<file path="src/rtl/riscv_mc_pkg.sv">
// Shared encodings for the multicycle RV32I control path: FSM states,
// opcodes and the datapath select codes driven by multicycle_controller.
package riscv_mc_pkg;

    typedef enum logic [3:0] {
        S_FETCH,
        S_DECODE,
        S_MEMADR,
        S_MEMREAD,
        S_MEMWB,
        S_MEMWRITE,
        S_EXECUTER,
        S_EXECUTEI,
        S_ALUWB,
        S_BEQ,
        S_JAL
    } state_e;

    localparam logic [6:0] OP_LW  = 7'b0000011;
    localparam logic [6:0] OP_SW  = 7'b0100011;
    localparam logic [6:0] OP_R   = 7'b0110011;
    localparam logic [6:0] OP_I   = 7'b0010011;
    localparam logic [6:0] OP_BEQ = 7'b1100011;
    localparam logic [6:0] OP_JAL = 7'b1101111;

    typedef enum logic [1:0] {
        ALUOP_ADD   = 2'b00,
        ALUOP_SUB   = 2'b01,
        ALUOP_FUNCT = 2'b10
    } aluop_e;

    typedef enum logic [1:0] {
        RES_ALUOUT    = 2'b00,
        RES_DATA      = 2'b01,
        RES_ALURESULT = 2'b10
    } result_src_e;

    typedef enum logic [1:0] {
        SRCA_PC    = 2'b00,
        SRCA_OLDPC = 2'b01,
        SRCA_A     = 2'b10
    } alu_src_a_e;

    typedef enum logic [1:0] {
        SRCB_WD   = 2'b00,
        SRCB_IMM  = 2'b01,
        SRCB_FOUR = 2'b10
    } alu_src_b_e;

    typedef enum logic [1:0] {
        IMM_I = 2'b00,
        IMM_S = 2'b01,
        IMM_B = 2'b10,
        IMM_J = 2'b11
    } imm_src_e;

    localparam logic [2:0] ALU_ADD = 3'b000;
    localparam logic [2:0] ALU_SUB = 3'b001;
    localparam logic [2:0] ALU_AND = 3'b010;
    localparam logic [2:0] ALU_OR  = 3'b011;
    localparam logic [2:0] ALU_SLT = 3'b101;

    // Immediate format depends only on the opcode, so it is valid in every state.
    function automatic imm_src_e imm_src_of(input logic [6:0] op);
        case (op)
            OP_SW:   return IMM_S;
            OP_BEQ:  return IMM_B;
            OP_JAL:  return IMM_J;
            default: return IMM_I;
        endcase
    endfunction

endpackage

</file>
<file path="src/rtl/multicycle_controller_aludec.sv">
// ALU operation decoder: turns the FSM's ALUOp plus the instruction's funct
// fields into the 3-bit ALUControl code.
module aludec
    import riscv_mc_pkg::*;
(
    input  logic       opb5,
    input  logic [2:0] funct3,
    input  logic       funct7b5,
    input  logic [1:0] ALUOp,
    output logic [2:0] ALUControl
);

    logic r_type_sub;

    // I-type addi shares funct3 000 with sub; only R-type honours funct7b5.
    assign r_type_sub = opb5 & funct7b5;

    // NOTE: every path assigns ALUControl (default arm included), so no latch is inferred.
    always_comb begin
        case (ALUOp)
            2'b00: ALUControl = ALU_ADD;
            2'b01: ALUControl = ALU_SUB;
            default: begin
                case (funct3)
                    3'b000:  ALUControl = r_type_sub ? ALU_SUB : ALU_ADD;
                    3'b010:  ALUControl = ALU_SLT;
                    3'b110:  ALUControl = ALU_OR;
                    3'b111:  ALUControl = ALU_AND;
                    default: ALUControl = ALU_ADD;
                endcase
            end
        endcase
    end

endmodule

</file>
<file path="src/rtl/multicycle_controller.sv">
// Moore control FSM of the multicycle RV32I core: sequences fetch, decode and
// execute, drives datapath selects/strobes and stalls on mem_ready.
module multicycle_controller
    import riscv_mc_pkg::*;
(
    input  logic       clk,
    input  logic       reset_n,
    input  logic [6:0] op,
    input  logic [2:0] funct3,
    input  logic       funct7b5,
    input  logic       Zero,
    input  logic       mem_ready,
    output logic       PCWrite,
    output logic       AdrSrc,
    output logic       MemWrite,
    output logic       IRWrite,
    output logic       RegWrite,
    output logic [1:0] ResultSrc,
    output logic [1:0] ALUSrcA,
    output logic [1:0] ALUSrcB,
    output logic [1:0] ImmSrc,
    output logic [2:0] ALUControl,
    output logic       illegal_op
);

    state_e      state_q, state_d;
    aluop_e      alu_op;
    result_src_e result_src;
    alu_src_a_e  src_a;
    alu_src_b_e  src_b;
    logic        pc_write, adr_src, mem_write, ir_write, reg_write, illegal;

    // NOTE: sequential state uses non-blocking assignments only.
    always_ff @(posedge clk or negedge reset_n) begin
        if (!reset_n) begin
            state_q <= S_FETCH;
        end else begin
            state_q <= state_d;
        end
    end

    always_comb begin
        state_d    = state_q;
        pc_write   = 1'b0;
        adr_src    = 1'b0;
        mem_write  = 1'b0;
        ir_write   = 1'b0;
        reg_write  = 1'b0;
        illegal    = 1'b0;
        result_src = RES_ALUOUT;
        src_a      = SRCA_PC;
        src_b      = SRCB_WD;
        alu_op     = ALUOP_ADD;

        case (state_q)
            S_FETCH: begin
                src_b      = SRCB_FOUR;
                result_src = RES_ALURESULT;
                if (mem_ready) begin
                    ir_write = 1'b1;
                    pc_write = 1'b1;
                    state_d  = S_DECODE;
                end
            end
            S_DECODE: begin
                // OldPC + ImmExt lands in ALUOut as the branch target.
                src_a = SRCA_OLDPC;
                src_b = SRCB_IMM;
                case (op)
                    OP_LW, OP_SW: state_d = S_MEMADR;
                    OP_R:         state_d = S_EXECUTER;
                    OP_I:         state_d = S_EXECUTEI;
                    OP_BEQ:       state_d = S_BEQ;
                    OP_JAL:       state_d = S_JAL;
                    default: begin
                        illegal = 1'b1;
                        state_d = S_FETCH;
                    end
                endcase
            end
            S_MEMADR: begin
                src_a   = SRCA_A;
                src_b   = SRCB_IMM;
                state_d = (op == OP_LW) ? S_MEMREAD : S_MEMWRITE;
            end
            S_MEMREAD: begin
                adr_src = 1'b1;
                if (mem_ready) state_d = S_MEMWB;
            end
            S_MEMWB: begin
                result_src = RES_DATA;
                reg_write  = 1'b1;
                state_d    = S_FETCH;
            end
            S_MEMWRITE: begin
                adr_src   = 1'b1;
                mem_write = 1'b1;
                if (mem_ready) state_d = S_FETCH;
            end
            S_EXECUTER: begin
                src_a   = SRCA_A;
                src_b   = SRCB_WD;
                alu_op  = ALUOP_FUNCT;
                state_d = S_ALUWB;
            end
            S_EXECUTEI: begin
                src_a   = SRCA_A;
                src_b   = SRCB_IMM;
                alu_op  = ALUOP_FUNCT;
                state_d = S_ALUWB;
            end
            S_ALUWB: begin
                reg_write = 1'b1;
                state_d   = S_FETCH;
            end
            S_BEQ: begin
                src_a    = SRCA_A;
                src_b    = SRCB_WD;
                alu_op   = ALUOP_SUB;
                pc_write = Zero;
                state_d  = S_FETCH;
            end
            S_JAL: begin
                src_a    = SRCA_OLDPC;
                src_b    = SRCB_FOUR;
                pc_write = 1'b1;
                state_d  = S_ALUWB;
            end
            default: state_d = S_FETCH;
        endcase
    end

    // Strobes are masked by reset_n so nothing writes while reset is held,
    // even though FETCH would otherwise fire on mem_ready.
    assign PCWrite    = pc_write  & reset_n;
    assign IRWrite    = ir_write  & reset_n;
    assign MemWrite   = mem_write & reset_n;
    assign RegWrite   = reg_write & reset_n;
    assign illegal_op = illegal   & reset_n;
    assign AdrSrc     = adr_src;
    assign ResultSrc  = result_src;
    assign ALUSrcA    = src_a;
    assign ALUSrcB    = src_b;
    assign ImmSrc     = imm_src_of(op);

    aludec u_aludec (
        .opb5       (op[5]),
        .funct3     (funct3),
        .funct7b5   (funct7b5),
        .ALUOp      (alu_op),
        .ALUControl (ALUControl)
    );

endmodule

</file>
<file path="config.mk">
export PLATFORM = sky130hd
export DESIGN_NAME = multicycle_controller
export DESIGN_NICKNAME = d
export VERILOG_FILES = /design/src/rtl/riscv_mc_pkg.sv /design/src/rtl/multicycle_controller_aludec.sv /design/src/rtl/multicycle_controller.sv
export SDC_FILE = /design/constraint.sdc
export NUM_CORES = 1
export LEC_CHECK = 0
export CORE_MARGIN = 2
export CORE_UTILIZATION = 35
export CTS_BUF_LIST = sky130_fd_sc_hd__clkbuf_8 sky130_fd_sc_hd__clkbuf_16
export DETAILED_ROUTE_END_ITERATION = 10
export PLACE_DENSITY = 0.83
export RECOVER_POWER = 50
export SLEW_MARGIN = 20
export SYNTH_ARGS = -nofsm -noshare
export SYNTH_HDL_FRONTEND = slang
export SYNTH_SLANG_ARGS = --single-unit
</file>
<file path="constraint.sdc">
create_clock -name clk -period 1.5 [get_ports clk]
set_input_delay 0.15 -clock clk [delete_from_list [all_inputs] [get_ports clk]]
set_output_delay 0.15 -clock clk [all_outputs]
set_load 0.005 [all_outputs]
</file>
After elaboration in Yosys (flattened, before gate mapping)
Index checks and enable logic that the tools add are counted.
Widths: inputs -> output; s select.

operators by class
  equal/unequal tests = 23
  mux-type cells = 22
  bitwise gates (word level) = 6
  reduce and logical (&&, ||, !) cells = 14

operators with widths
  cell                count
  $pmux 4 s6          1
  $pmux 4 s5          1
  $eq 4x3->1 const B  4
  $pmux 2 s2          4
  $eq 7x6->1 const B  2
  $eq 7x7->1 const B  2
  $eq 4x4->1 const B  3
  $mux 4              3
  $pmux 3 s4          1
  $reduce_or 2->1     6
  $eq 4x2->1 const B  2
  $mux 1              8
  $eq 7x2->1 const B  1
  $eq 7x5->1 const B  1
  $and 1x1->1         6
  $eq 3x3->1 const B  2
  $ne 2x2->1 const B  3
  $pmux 2 s3          1
  $pmux 3 s2          1
  $reduce_or 3->1     2
  $reduce_or 6->1     1
  $eq 4x1->1 const B  1
  $logic_not 4->1     1
  $reduce_or 4->1     1
  7 further kinds     7

storage, ports and cells
  flip-flop bits (word level) = 4
  input port bits = 15
  output and inout port bits = 17
  word-level logic and storage cells = 66

Logic depth before layout (Yosys ltp)
Gate-level depths: netlist (run 1).

  depth in word-level cells = 5
  mapped depth = 5
  depth with buffers taken out = 4

Modules after synthesis
Synthesis (run 1) repeated with hierarchy kept, for this count alone.

second synthesis, totals
  cells, all modules = 81
  area total of the unflattened synthesis = 563.0 µm²

modules (own cells, without submodules)
  module                 times used  cells each  area an instance (µm²)  sequential area each (µm²)
  multicycle_controller  1           74          520.5                   100.1
  aludec                 1           7           42.5                    0.0

Worst setup path before layout (run 1)
Ideal clock, no wire load.

  path type = register to register
  start = reg state_q[3]
  end = reg state_q[1]
  setup time = 76 ps
  arrival = 1171 ps
  required time = 1424 ps
  path slack = 252 ps
  stages on the path, launching flop included = 6
  path buffers = 1
  period minus slack after synthesis = 1248 ps
  cells stage by stage = dfrtp_1 buf_2 nor4b_1 nor4bb_1 o211ai_1 o21ai_1

on the way
  word-level cells in the longest chain between the ends = 3
  elaborated cells between the ends (all ways) = 14
  those cells by class = eq/ne: 10; mux: 1; reduce/logical: 3

ends and longest elaborated chain
  element                                                  RTL line                     source
  from (decl)                                              multicycle_controller.sv:26  state_e state_q, state_d;
  from (signal assigned)                                   multicycle_controller.sv:38  state_q <= state_d;
  $eq 4x4->1 (tied with other cells)                       multicycle_controller.sv:55  case (state_q)
  $reduce_or 3->1 (no line) or $ne 2x2->1 (tied branches)  -
  $pmux 4 s6 or $reduce_and 3->1 (tied branches)           -

Parallel ways exist; a longest one is shown, timed or not.
A chain may end at the register's enable or synchronous reset.

Final worst setup path (run 1)
  start = reg state_q[3]
  end = out RegWrite

on the way
  word-level cells in the longest chain between the ends = 4
  elaborated cells between the ends (all ways) = 5
  those cells by class = eq/ne: 2; mux: 1; bitwise: 1; reduce/logical: 1

ends and longest elaborated chain
  element                                   RTL line                      source
  $eq 4x4->1 or $eq 4x3->1 (tied branches)  multicycle_controller.sv:55
  $reduce_or 2->1 (no line) *               -
  $mux 1 *                                  multicycle_controller.sv:55
  $and 1x1->1 *                             multicycle_controller.sv:138  assign RegWrite = reg_write & reset_n;
  to (decl)                                 multicycle_controller.sv:17   output logic RegWrite,

Every way passes the cells marked *; elsewhere a longest branch is shown, timed or not.

==> results.cfg, run 1 <==
[critical_path]
cpPeakStageDelay_ns = 0.43
crit_family = buffers and inverters
endpoint_kind = output port
r2r_setup_slack_ns = -0.01
start_kind = flop
criticalPathCategory = reg2out
worst_path_most_repeated_cell = buf_6
crit_required_ns = 1.35
crit_chain = buf_6 > buf_6 > buf_6 > xor2_1 > and3_1 > buf_2
crit_buf_inv = 4
arrival_ns = 1.44
critPathSlowestCell = dfrtp_2
reg2reg_depth = 7
crit-reg2reg-capture = state_q[1]
path_max_fanout = 7
r2r-start = state_q[0]

[detailed_routing]
avgRoutedWirePerCell_microns = 15.2
first_iter_violations = 28
firstDrtPassIters = 4
top_layer = met4
wirelength_microns = 2810
drc_errors = 0
via_per_inst = 5.32
routed-via-count = 985
wl_met2_microns = 1530
met1_length_microns = 1120
final_antenna_net_count = 0
dr_wl_met3_microns = 122

[logic_synthesis]
synthCells = 91
synthesis.area_sq_um = 631
ys_warn_count = 0
synthArstFlopShare_pct = 100
yosysSeqAreaShare_pct = 15.9
synth_cell_types = 39
synth-edff-count = 0
synth_nets = 106
synthFlopType = dfrtp_1
syn_avg_cell_area_sq_um = 6.93
synth-seq-cells = 4

[clock_tree]
cts_root_buffer = clkbuf_8
h-tree-depth = 1
clk_path_buf_depth = 2
clkTransAtPathRegs_ns = 0.03
cts_inserted_buffers = 3
clk-insertion-delay-late_ns = 0.21
clock_sinks = 4
cts_tree = built

[placement]
pre_cts_slack_ns = -0.423
hpwlAfterDp_microns = 1670
gp_congestion = 0.807
portBuffers = 31
dpl_cell_area_sq_um = 1110

[floorplan]
die_h_microns = 46.4
row_count = 15
die_w_microns = 46.4
core_area_sq_um = 1710
io_pins = 32
start_util_pct = 36.9
dieArea_sq_um = 2160

[global_route]
grt_max_degree = 21
grt_usage_pct = 27.6
grt_remaining_overflow = 0
grt_pass1_wl_microns = 4230
grt_pass1_vias = 981
antenna_found_initial = 0

[cells_and_area]
regArea_sq_um = 103
fillers = 124
finalInstanceArea_sq_um = 1390
finalNetCount = 177
syn2layout_area_growth_pct = 120
multi_input_area_sq_um = 606
diodes = 0
reg_top3 = state_q (4)
largest_register_ff_count = 4
largest_register = state_q
layout-drive-gt1-share_pct = 51.2

[outcome]
status = complete, but fails checks
violations = negative setup slack

[power_and_ir_drop]
cellPowerDensity_nw_per_um2 = 471
p_leak_uw = 0.000661
peakVddDrop_v = 0.000739

[sta]
fmax_mhz = 630
finalHoldViolCount = 0
period_share_pct = 106
finalSetupViolCount = 8
rsz0062_at_grt = yes
finalMaxSlewViolations = 0
worst-slew-pin-transition_ns = 0.260
fin_crit_ns = 1.59
timing.final.ws_setup_ns = -0.0865
slew_headroom_pct = 82.6
skew_ns = 0.000408

[job]
max-cap-violations = 0

[hold_path]
min_path_type = in2async
## synthesized netlist by cell type (2+ instances only)
cell / instances / area (sq um)
a211oi_1: 2 / 15.0
a21oi_1: 4 / 20.0
a22o_1: 2 / 17.5
a31oi_1: 2 / 12.5
and3_1: 3 / 18.8
buf_2: 2 / 10.0
buf_4: 2 / 15.0
buf_6: 2 / 22.5
dfrtp_1: 4 / 100
nand2_1: 5 / 18.8
nand2b_1: 4 / 25.0
nand3_1: 4 / 20.0
nand3b_1: 2 / 15.0
nor2_1: 16 / 60.1
nor3_1: 5 / 25.0
nor4_1: 2 / 12.5
o211ai_1: 2 / 15.0
o21ai_0: 2 / 10.0
o21ai_1: 3 / 15.0
xnor2_1: 3 / 26.3
xor2_1: 2 / 17.5
## cell type report
cell class / count / area share [%]
flip-flops and latches: 4 / 7.39
well taps: 25 / 2.25
repair buffers: 73 / 43.2
inverters: 2 / 0.541
clock buffers: 3 / 2.98
multi-input cells: 78 / 43.6
## worst max path at each step
| stage | to | start | cells past startpoint |
|---|---|---|---|
| after floorplan | state_q[1] | state_q[3] | 5 |
| after global placement | ImmSrc[1] | op[2] | 6 |
| after detailed placement | ImmSrc[1] | op[2] | 6 |
| after CTS | illegal_op | state_q[1] | 4 |
| after global routing | ALUSrcB[0] | state_q[0] | 7 |
| final | RegWrite | state_q[3] | 6 |
## worst reg2reg max path, stage by stage (launching register included)
cell and delay (ns):
dfrtp_1 0.38, buf_6 0.14, buf_6 0.13, buf_6 0.12, nor4b_4 0.19, nor4bb_4 0.28, o211ai_1 0.12, o21ai_1 0.08
## per-layer routing
layer	vias to the layer above	global-route usage, %
met5	-	0
met4	0	10.3
met3	6	5.88
met2	37	51.1
met1	467	30.0
li1	475	-
## stage by stage
| stage | setup TNS (ns) | hold slack, ns | cells | power, uW | utilization (%) |
|---|---|---|---|---|---|
| after floorplan | 0 | -0.146 | 91 | 219 | - |
| after global placement | -2.67 | 0.599 | 165 | 358 | 64.9 |
| after detailed placement | -3.24 | 0.607 | 165 | 366 | 64.9 |
| after CTS | -0.418 | 0.392 | 183 | 623 | 79.3 |
| after global routing | -0.984 | 0.424 | 185 | 693 | 81.2 |
| final | -0.395 | 0.398 | 185 | 653 | 81.2 |
## cell usage in the layout, fill, tap and decap left out, types with 2 or more instances in the layout
cell,synthesis,routed
buf_4,2,28
nor2_1,16,13
buf_6,2,13
buf_2,2,11
clkdlybuf4s50_1,0,9
dlygate4sd2_1,0,7
nand2_1,5,5
nand3_1,4,4
nand2b_4,0,3
a21oi_1,4,3
and3_1,3,3
o21ai_1,3,3
clkbuf_8,0,3
clkbuf_2,0,3
xnor2_1,3,2
nor3_2,0,2
nor2_4,0,2
a22o_1,2,2
a31oi_1,2,2
a211oi_2,0,2
nand3b_1,2,2
xor2_1,2,2
nor3_1,5,2
o211ai_1,2,2
o21ai_0,2,2
dfrtp_1,4,2
dfrtp_2,0,2
## cells by family (layout without fill, tap and decap cells)
kind of cell           Yosys count  count (layout)  share of synthesized area (%)
buffers and inverters            9              78                           9.32
multiplexers                     1               1                           1.59
flip-flops                       4               4                           15.9
AND/OR/NAND/NOR                 49              49                           41.5
AO/OA/AOI/OAI                   23              23                           24.8
XOR/XNOR                         5               5                           6.95
## repair_timing
action / in CTS / in global routing
pin swaps: 10 / 5
cloned: 1 / 0
gates resized for setup: 80 / 23
setup buffers: 14 / 3
hold buffers: 0 / 0
endpoints found under the setup margin: 19 / 15
## report_power, final
part | switching, uW | internal [uW] | leakage [uW]
registers | 3.68 | 113 | 0.0000506
logic | 142 | 177 | 0.000589
clock network | 47.3 | 170 | 0.0000216
total | 193 | 460 | 0.000661
Power figures use the tool's default switching activity.
==> run 2: changes to the inputs <==
Settings changed: ABC_AREA set to 0.
Clock period 1.5 ns to 1.7 ns, I/O delays scaled along.
==> results.cfg, run 2 (synthesis gave the netlist of run 1 again) <==
[clock_tree]
clk-insertion-delay-late_ns = 0.22
cts_root_buffer = clkbuf_8
clkTransAtPathRegs_ns = 0.03
cts_tree = built
h-tree-depth = 1
clock_sinks = 4
cts_inserted_buffers = 3
clk_path_buf_depth = 2

[power_and_ir_drop]
p_leak_uw = 0.000651
peakVddDrop_v = 0.000445
cellPowerDensity_nw_per_um2 = 418

[critical_path]
r2r-start = state_q[3]
cp.depth = 6
path_max_fanout = 6
crit_family = buffers and inverters
critical_path.startpoint = op[6]
crit_path_end = illegal_op
crit_buf_inv = 3
cpPeakStageDelay_ns = 0.47
critPathSlowestCell = clkdlybuf4s50_1
endpoint_kind = output port
crit-reg2reg-capture = state_q[1]
start_kind = input port
reg2reg_depth = 6
crit_chain = clkdlybuf4s50_1 > buf_4 > a211oi_2 > nor2_1 > o211a_1 > dlygate4sd2_1
r2r_setup_slack_ns = 0.04
crit_required_ns = 1.53
criticalPathCategory = in2out
arrival_ns = 1.52

[cells_and_area]
reg_top3 = state_q (4)
fillers = 131
layout_commonest_cell = buf_4
largest_register_ff_count = 4
layout-drive-gt1-share_pct = 35.1
finalInstanceArea_sq_um = 1300
regArea_sq_um = 103
largest_register = state_q
final_cell_mix = buf_4, dlygate4sd2_1, nor2_1
finalNetCount = 168
multi_input_area_sq_um = 554
syn2layout_area_growth_pct = 106
diodes = 0

[sta]
worst-slew-pin-transition_ns = 0.329
fin_tns_setup_ns = 0
finalHoldViolCount = 0
rsz0062_at_grt = yes
period_share_pct = 99.4
skew_ns = 0.00480
slew_headroom_pct = 77.7
timing.final.ws_setup_ns = 0.0108
finalMaxSlewViolations = 0
finalSetupViolCount = 0
fin_crit_ns = 1.69
whs_ns = 0.425
fmax_mhz = 592

[floorplan]
die_h_microns = 46.4
row_count = 15
die_w_microns = 46.4
core_area_sq_um = 1710
io_pins = 32
dieArea_sq_um = 2160
start_util_pct = 36.9

[detailed_routing]
top_layer = met4
firstDrtPassIters = 5
dr_wl_met3_microns = 133
drc_errors = 0
final_antenna_net_count = 0
met1_length_microns = 933
first_iter_violations = 8
wirelength_microns = 2490
routed-via-count = 930
avgRoutedWirePerCell_microns = 14.1
via_per_inst = 5.28
wl_met2_microns = 1400

[outcome]
status = complete, no violations

[global_route]
grt_pass1_vias = 868
grt_max_degree = 21
grt_pass1_wl_microns = 3450
grt_usage_pct = 22.2
grt_remaining_overflow = 0
antenna_found_initial = 0

[hold_path]
min_path_cells = 5
min_path_type = in2reg

[placement]
dpl_cell_area_sq_um = 1100
gp_congestion = 0.793
pre_cts_slack_ns = -0.255
portBuffers = 31
hpwlAfterDp_microns = 1640

[job]
max-cap-violations = 0
[run 2: changes by cell type in the layout (fill, tap and decap cells not counted), sizes merged]
| cell | previous run | this run |
|---|---|---|
| dlygate4sd2 | 7 | 16 |
| clkdlybuf4s50 | 9 | 10 |
| clkbuf | 6 | 5 |
| dlymetal6s2s | 0 | 3 |
| dlygate4sd3 | 0 | 1 |
| clkdlybuf4s15 | 2 | 0 |
| buf | 52 | 32 |
[run 2: final cells by class]
type,count,area share (%)
inverter,2,0.579
clock buffer,3,3.19
timing repair buffer,64,43.1
tap,25,2.41
sequential,4,7.92
multi-input combinational,78,42.8
[run 2: how the worst min path moves through the flow]
stage | from | endpoint | slack [ns]
finish | op[3] | state_q[0] | 0.43
global route | op[3] | state_q[0] | 0.47
CTS | reset_n | state_q[1] | 0.41
detailed placement | reset_n | state_q[1] | 0.63
global placement | reset_n | state_q[3] | 0.62
floorplan | reset_n | state_q[0] | -0.13
[run 2: tightest hold or removal path, cell delays in order]
cell,delay [ns]
dlymetal6s2s_1,0.12
buf_6,0.13
nor3_1,0.05
nand3_1,0.07
a21oi_1,0.06
[run 2: power breakdown]
part	total, uW	internal [uW]	switching, uW
Clock	201	151	50.0
Sequential	106	100	5.84
Combinational	236	132	104
[run 2: timing repair]
action / in CTS / in global routing
hold buffers: 0 / 0
pin swaps: 1 / 1
setup endpoints to repair: 16 / 6
buffers inserted: 7 / 2
gates resized for setup: 40 / 9
[run 2: per-layer routing]
| metal | GRT usage (%) | up-vias |
|---|---|---|
| met5 | 0 | - |
| met4 | 11.4 | 0 |
| met3 | 1.96 | 4 |
| met2 | 44.2 | 34 |
| met1 | 22.0 | 436 |
| li1 | - | 456 |
[run 2: per-stage QoR]
| stage | power, uW | instances | util (%) |
|---|---|---|---|
| 6_report | 542 | 176 | 75.9 |
| 5_1_grt | 566 | 176 | 75.9 |
| 4_1_cts | 533 | 174 | 73.8 |
| 3_5_place_dp | 321 | 164 | 64.5 |
| 3_3_place_gp | 314 | 164 | 64.5 |
| 2_1_floorplan | 193 | 91 | - |
==> RTL change 1, RTL diff (flow settings as in run 1) <==
Encoding of `state_e`: now Gray code (4 bits for 11 states).
--- a/src/rtl/riscv_mc_pkg.sv
+++ b/src/rtl/riscv_mc_pkg.sv
@@ -4,15 +4,15 @@
 
     typedef enum logic [3:0] {
-        S_FETCH,
-        S_DECODE,
-        S_MEMADR,
-        S_MEMREAD,
-        S_MEMWB,
-        S_MEMWRITE,
-        S_EXECUTER,
-        S_EXECUTEI,
-        S_ALUWB,
-        S_BEQ,
-        S_JAL
+        S_FETCH    = 4'b0000,
+        S_DECODE   = 4'b0001,
+        S_MEMADR   = 4'b0011,
+        S_MEMREAD  = 4'b0010,
+        S_MEMWB    = 4'b0110,
+        S_MEMWRITE = 4'b0111,
+        S_EXECUTER = 4'b0101,
+        S_EXECUTEI = 4'b0100,
+        S_ALUWB    = 4'b1100,
+        S_BEQ      = 4'b1101,
+        S_JAL      = 4'b1111
     } state_e;
 
Check against the original RTL: no difference found for any inputs over 10 cycles, from zero or initial values and one cycle with reset_n low; not proved beyond that.
==> RTL change 1 against run 1 <==
  * The run still ends with negative setup slack left
  * Non-clock buffer count rose by 6
  * Sequential share of layout area fell by 0.26 points
  * Final area rose by 1.1%
  * Area after synthesis fell by 2.8%
  * Wire length rose by 15%
  * Worst setup slack got worse by 0.076 ns
  * Critical path depth did not move
  * Critical path type unchanged
  * Die area fell by 2.5%
  * Count of clock-buffer cells in the layout did not move
  * Register-to-register slack got worse by 0.11 ns
  * Sequential cell count did not move
Power is not compared: it rests on default switching activity, and its combinational part moved more than twofold at a synthesized area within 25%.
==> RTL change 1: results (changes against run 1) <==
cp_max_fo: 3  # -4
hold_path_depth: 5
worstPathArrival_ns: 1.51  # +0.07 ns
r2r_end: "state_q[2]"
drive_gt1_frac: 0.6258  # +0.1133
ff2ff_setup_slack_ns: -0.12  # -0.11 ns
async_flop_share: 1.000  # unchanged
ys_seq_area_frac: 0.1633  # +0.004535
gp_congestion: 0.8889  # +10%
dp.cells: 156  # -5.5%
vias_per_cell: 5.767  # +8.3%
routed_wl_um: 3231  # +15%
htree_num_levels: 1  # unchanged
grt_pass1_vias: 1032  # +5.2%
syn_inst: 87  # -4.4%
hold_path_end: "state_q[2]"
startpoint: "state_q[2]"
synth_commonest_cells: "nand2_1 (14), nor2_1 (8), nor3_1 (6)"
placed_cell_area_um2: 1089  # -1.8%
yosysTopAreaCellShare: 0.1633  # +0.004535
synth_nets: 102  # -3.8%
fin_ws_ns: -0.1620  # -0.07550 ns
n_fill_cell: 104  # -16%
synthTopCellsByArea: "dfrtp_1 (16%), nand2_1 (8.6%), nor3_1 (4.9%)"
synth_compound_area_frac: 0.2551  # +0.007086
ys_types: 38  # -2.6%
drt_iter0_drc: 24  # -14%
grt_max_degree: 12  # -43%
finalSetupViolations: 16  # +8
skew_ns: 0.0003288  # -0.00007878 ns
dp_hpwl_um: 1647  # -1.7%
worstMarginPinSlew_ns: 0.3722  # +0.1120 ns
cts_setup_buffers: 13  # -1
routedWlPerCell_um: 17.95  # +18%
grt_pass1_wl_um: 4526  # +7.0%
violations: "negative setup slack"
hold_ws_ns: 0.4924  # +0.09393 ns
fin_nets: 180  # +1.7%
grt_usage: 0.2942  # +0.01865
crit_path_top_delay_cell: "dfrtp_1"
peakVddDrop_mv: 0.7419
post-place-ws_ns: -0.3973  # +0.02601 ns
drt-pass1-iter-count: 5  # +1
max_stage_delay_ns: 0.39  # -0.04 ns
yosys.area_share.xor_xnor: 0.02857  # -0.04087
run_status: "finished with violations"
cp_top_family: "simple AND/OR/NAND/NOR gates"
cts_root_buf: "clkbuf_8"
synthMuxAreaShare: 0.01633  # +0.0004535
yosysWarnings: 0  # unchanged
setup_tns_ns: -1.027  # -0.6318 ns
ctsResizeCount: 89  # +11%
cp-endpoint: "ALUSrcB[1]"
hp-class: "input port to flop"
[RTL change 1: cell count changes after synthesis, sizes merged, moves of 3 or more]
cell    delta
nand2      +9
nor2       -7
buf        -4
clkbuf     +3
inv        +3
nand2b     -3
[RTL change 1: area by class of cell]
cell class | count | area (µm²) | share of cell area
Timing Repair Buffer | 79 | 606.8 | 0.4326
Inverter | 5 | 23.77 | 0.01695
Clock buffer | 3 | 41.29 | 0.02944
Multi-Input combinational cell | 72 | 609.3 | 0.4344
Sequential cell | 4 | 100.1 | 0.07136
Tap cell | 17 | 21.27 | 0.01516
[RTL change 1: cells by family after synthesis]
group | after synthesis
xor+xnor | 2
simple gates | 49
mux | 1
buf+inv | 11
flops | 4
compound gates | 20
[RTL change 1: routing by layer]
metal | vias to the layer above | share of wire | track usage
li1 | 471 | - | -
met3 | 8 | 0.075 | 0.03175
met5 | - | 0 | 0
met1 | 498 | 0.39 | 0.3270
met2 | 61 | 0.52 | 0.5306
met4 | 0 | 0.019 | 0.1657
==> RTL change 2, RTL diff (config.mk and constraints of run 1) <==
Without the edit above. Reset style: synchronous (`reset_n`), changed in one clocked block.
--- a/src/rtl/multicycle_controller.sv
+++ b/src/rtl/multicycle_controller.sv
@@ -32,5 +32,5 @@
 
     // NOTE: sequential state uses non-blocking assignments only.
-    always_ff @(posedge clk or negedge reset_n) begin
+    always_ff @(posedge clk) begin
         if (!reset_n) begin
             state_q <= S_FETCH;
Check against the original RTL: differs if reset_n is asserted again (counterexample within 4 cycles, from zero or initial values and one cycle with reset_n low); with reset_n held inactive, the same outputs for 10 cycles.
==> RTL change 2 against run 1 <==
  * Non-clock buffer count fell by 1
  * Total power shrank 14%
  * Sequential cell count unchanged
  * Wire length grew 7.3%
  * Utilization increased by 1.1 points
  * Clock power up 4%
  * Worst setup slack better by 0.11 ns
  * Final area increased by 1.4%
  * Area after synthesis rose by 0.79%
  * Critical endpoint is now state_q[3]
  * Highest routed layer unchanged
==> RTL change 2: results (changes against run 1) <==
gp_congestion: 0.8356  # +3.5%
vias: 1083  # +9.9%
vias_per_cell: 5.641  # +5.9%
multi_input_comb_area_um2: 628.1  # +3.7%
antenna_found_initial: 0  # unchanged
seq_share: 0.06317  # -0.01077
grt_pass1_wl_um: 4160  # -1.6%
placed_cell_area_um2: 1199  # +8.1%
synth_area_per_cell_um2: 6.420  # -7.4%
peakVddDrop_mv: 0.5163  # -30%
r2r_cells: 5  # -2
yosysTopAreaCellShare: 0.1260  # -0.03275
async_flop_share: 0  # -1.000
max_stage_delay_ns: 0.40  # -0.03 ns
crit_path_top_delay_cell: "o311ai_0"
skew_ns: 0.0003458  # -0.00006178 ns
drive_gt1_frac: 0.4551  # -0.05741
ff2ff_setup_slack_ns: 0.02  # +0.03 ns
nMultiInputCombCells: 83  # +6.4%
hp-class: "input port to flop"
antenna_cells: 0  # unchanged
run_status: "finished clean"
synth_nets: 114  # +7.5%
r2r_end: "state_q[3]"
clock_latency_ns: 0.21  # about the same
dp_hpwl_um: 1780  # +6.3%
finalCriticalPeriod_ns: 1.479  # -0.1071 ns
design.seq.count: 4  # unchanged
path_clk_slew_ns: 0.03  # about the same
ys_types: 37  # -5.1%
cp_max_fo: 5  # -2
hold_path_depth: 4
synthTopCellsByArea: "dfxtp_1 (13%), a21oi_1 (6.3%), nor2_1 (5.9%)"
synth_commonest_cells: "nor2_1 (10), nand2_1 (9), a21oi_1 (8)"
hold_path_end: "state_q[0]"
drt_iter0_drc: 17  # -39%
r2r_start: "state_q[0]"
fin_nets: 184  # +4.0%
grt_pass1_vias: 1029  # +4.9%
top_regs: "state_q: 4 flops"
clock_area_frac: 0.02936  # -0.0003971
routed_wl_um: 3016  # +7.3%
min_from: "op[3]"
cp_top_family: "compound AO/OA/AOI/OAI gates"
buffers_excl_clock: 72  # -1.4%
worstPathArrival_ns: 1.54  # +0.10 ns
final_area_um2: 1406  # +1.4%
ys_seq_area_frac: 0.1260  # -0.03275
grt_usage: 0.2599  # -0.01565
die-width_um: 46.62  # +0.37%
buf_share: 0.4253  # -0.006654
hold_ws_ns: 0.4601  # +0.06167 ns
worstMarginPinSlew_ns: 0.4392  # +0.1791 ns
n_all_inverters: 5  # +3
n_fill_cell: 112  # -9.7%
post-place-ws_ns: -0.4464  # -0.02311 ns
power.static_leakage_uw: 0.0006895  # +4.2%
grt_max_degree: 13  # -38%
## RTL change 2: cell families after synthesis
family / synth area share
and+or+nand+nor: 0.4193
DFF: 0.1260
xor gates and xnor gates: 0.04135
AOI/OAI and AO/OA: 0.3091
buffers and inverters: 0.07088
muxes: 0.03346
## RTL change 2: timing repair
action,CTS,global route
endpoints found under the setup margin,21,11
pin swaps,4,11
gates resized for setup,57,26
setup buffers,4,4
## RTL change 2: worst max-delay path by stage
stage / end / from
floorplan: state_q[2] / op[3]
global placement: state_q[2] / op[3]
detailed placement: state_q[2] / op[3]
CTS: ALUSrcA[0] / state_q[0]
global route: RegWrite / state_q[3]
finish: state_q[3] / state_q[0]
## RTL change 2: routing by layer
metal,GRT usage,routed length (µm),up-vias
met5,0,0,-
met2,0.5139,1670,51
met3,0.04706,172,9
met4,0.02778,60,0
li1,-,-,511
met1,0.2917,1112,512
## RTL change 2: power by group
group	internal (µW)	switching, µW
Combinational	126	102
Clock	171	54.7
Sequential	106	2.78
Total	403	160
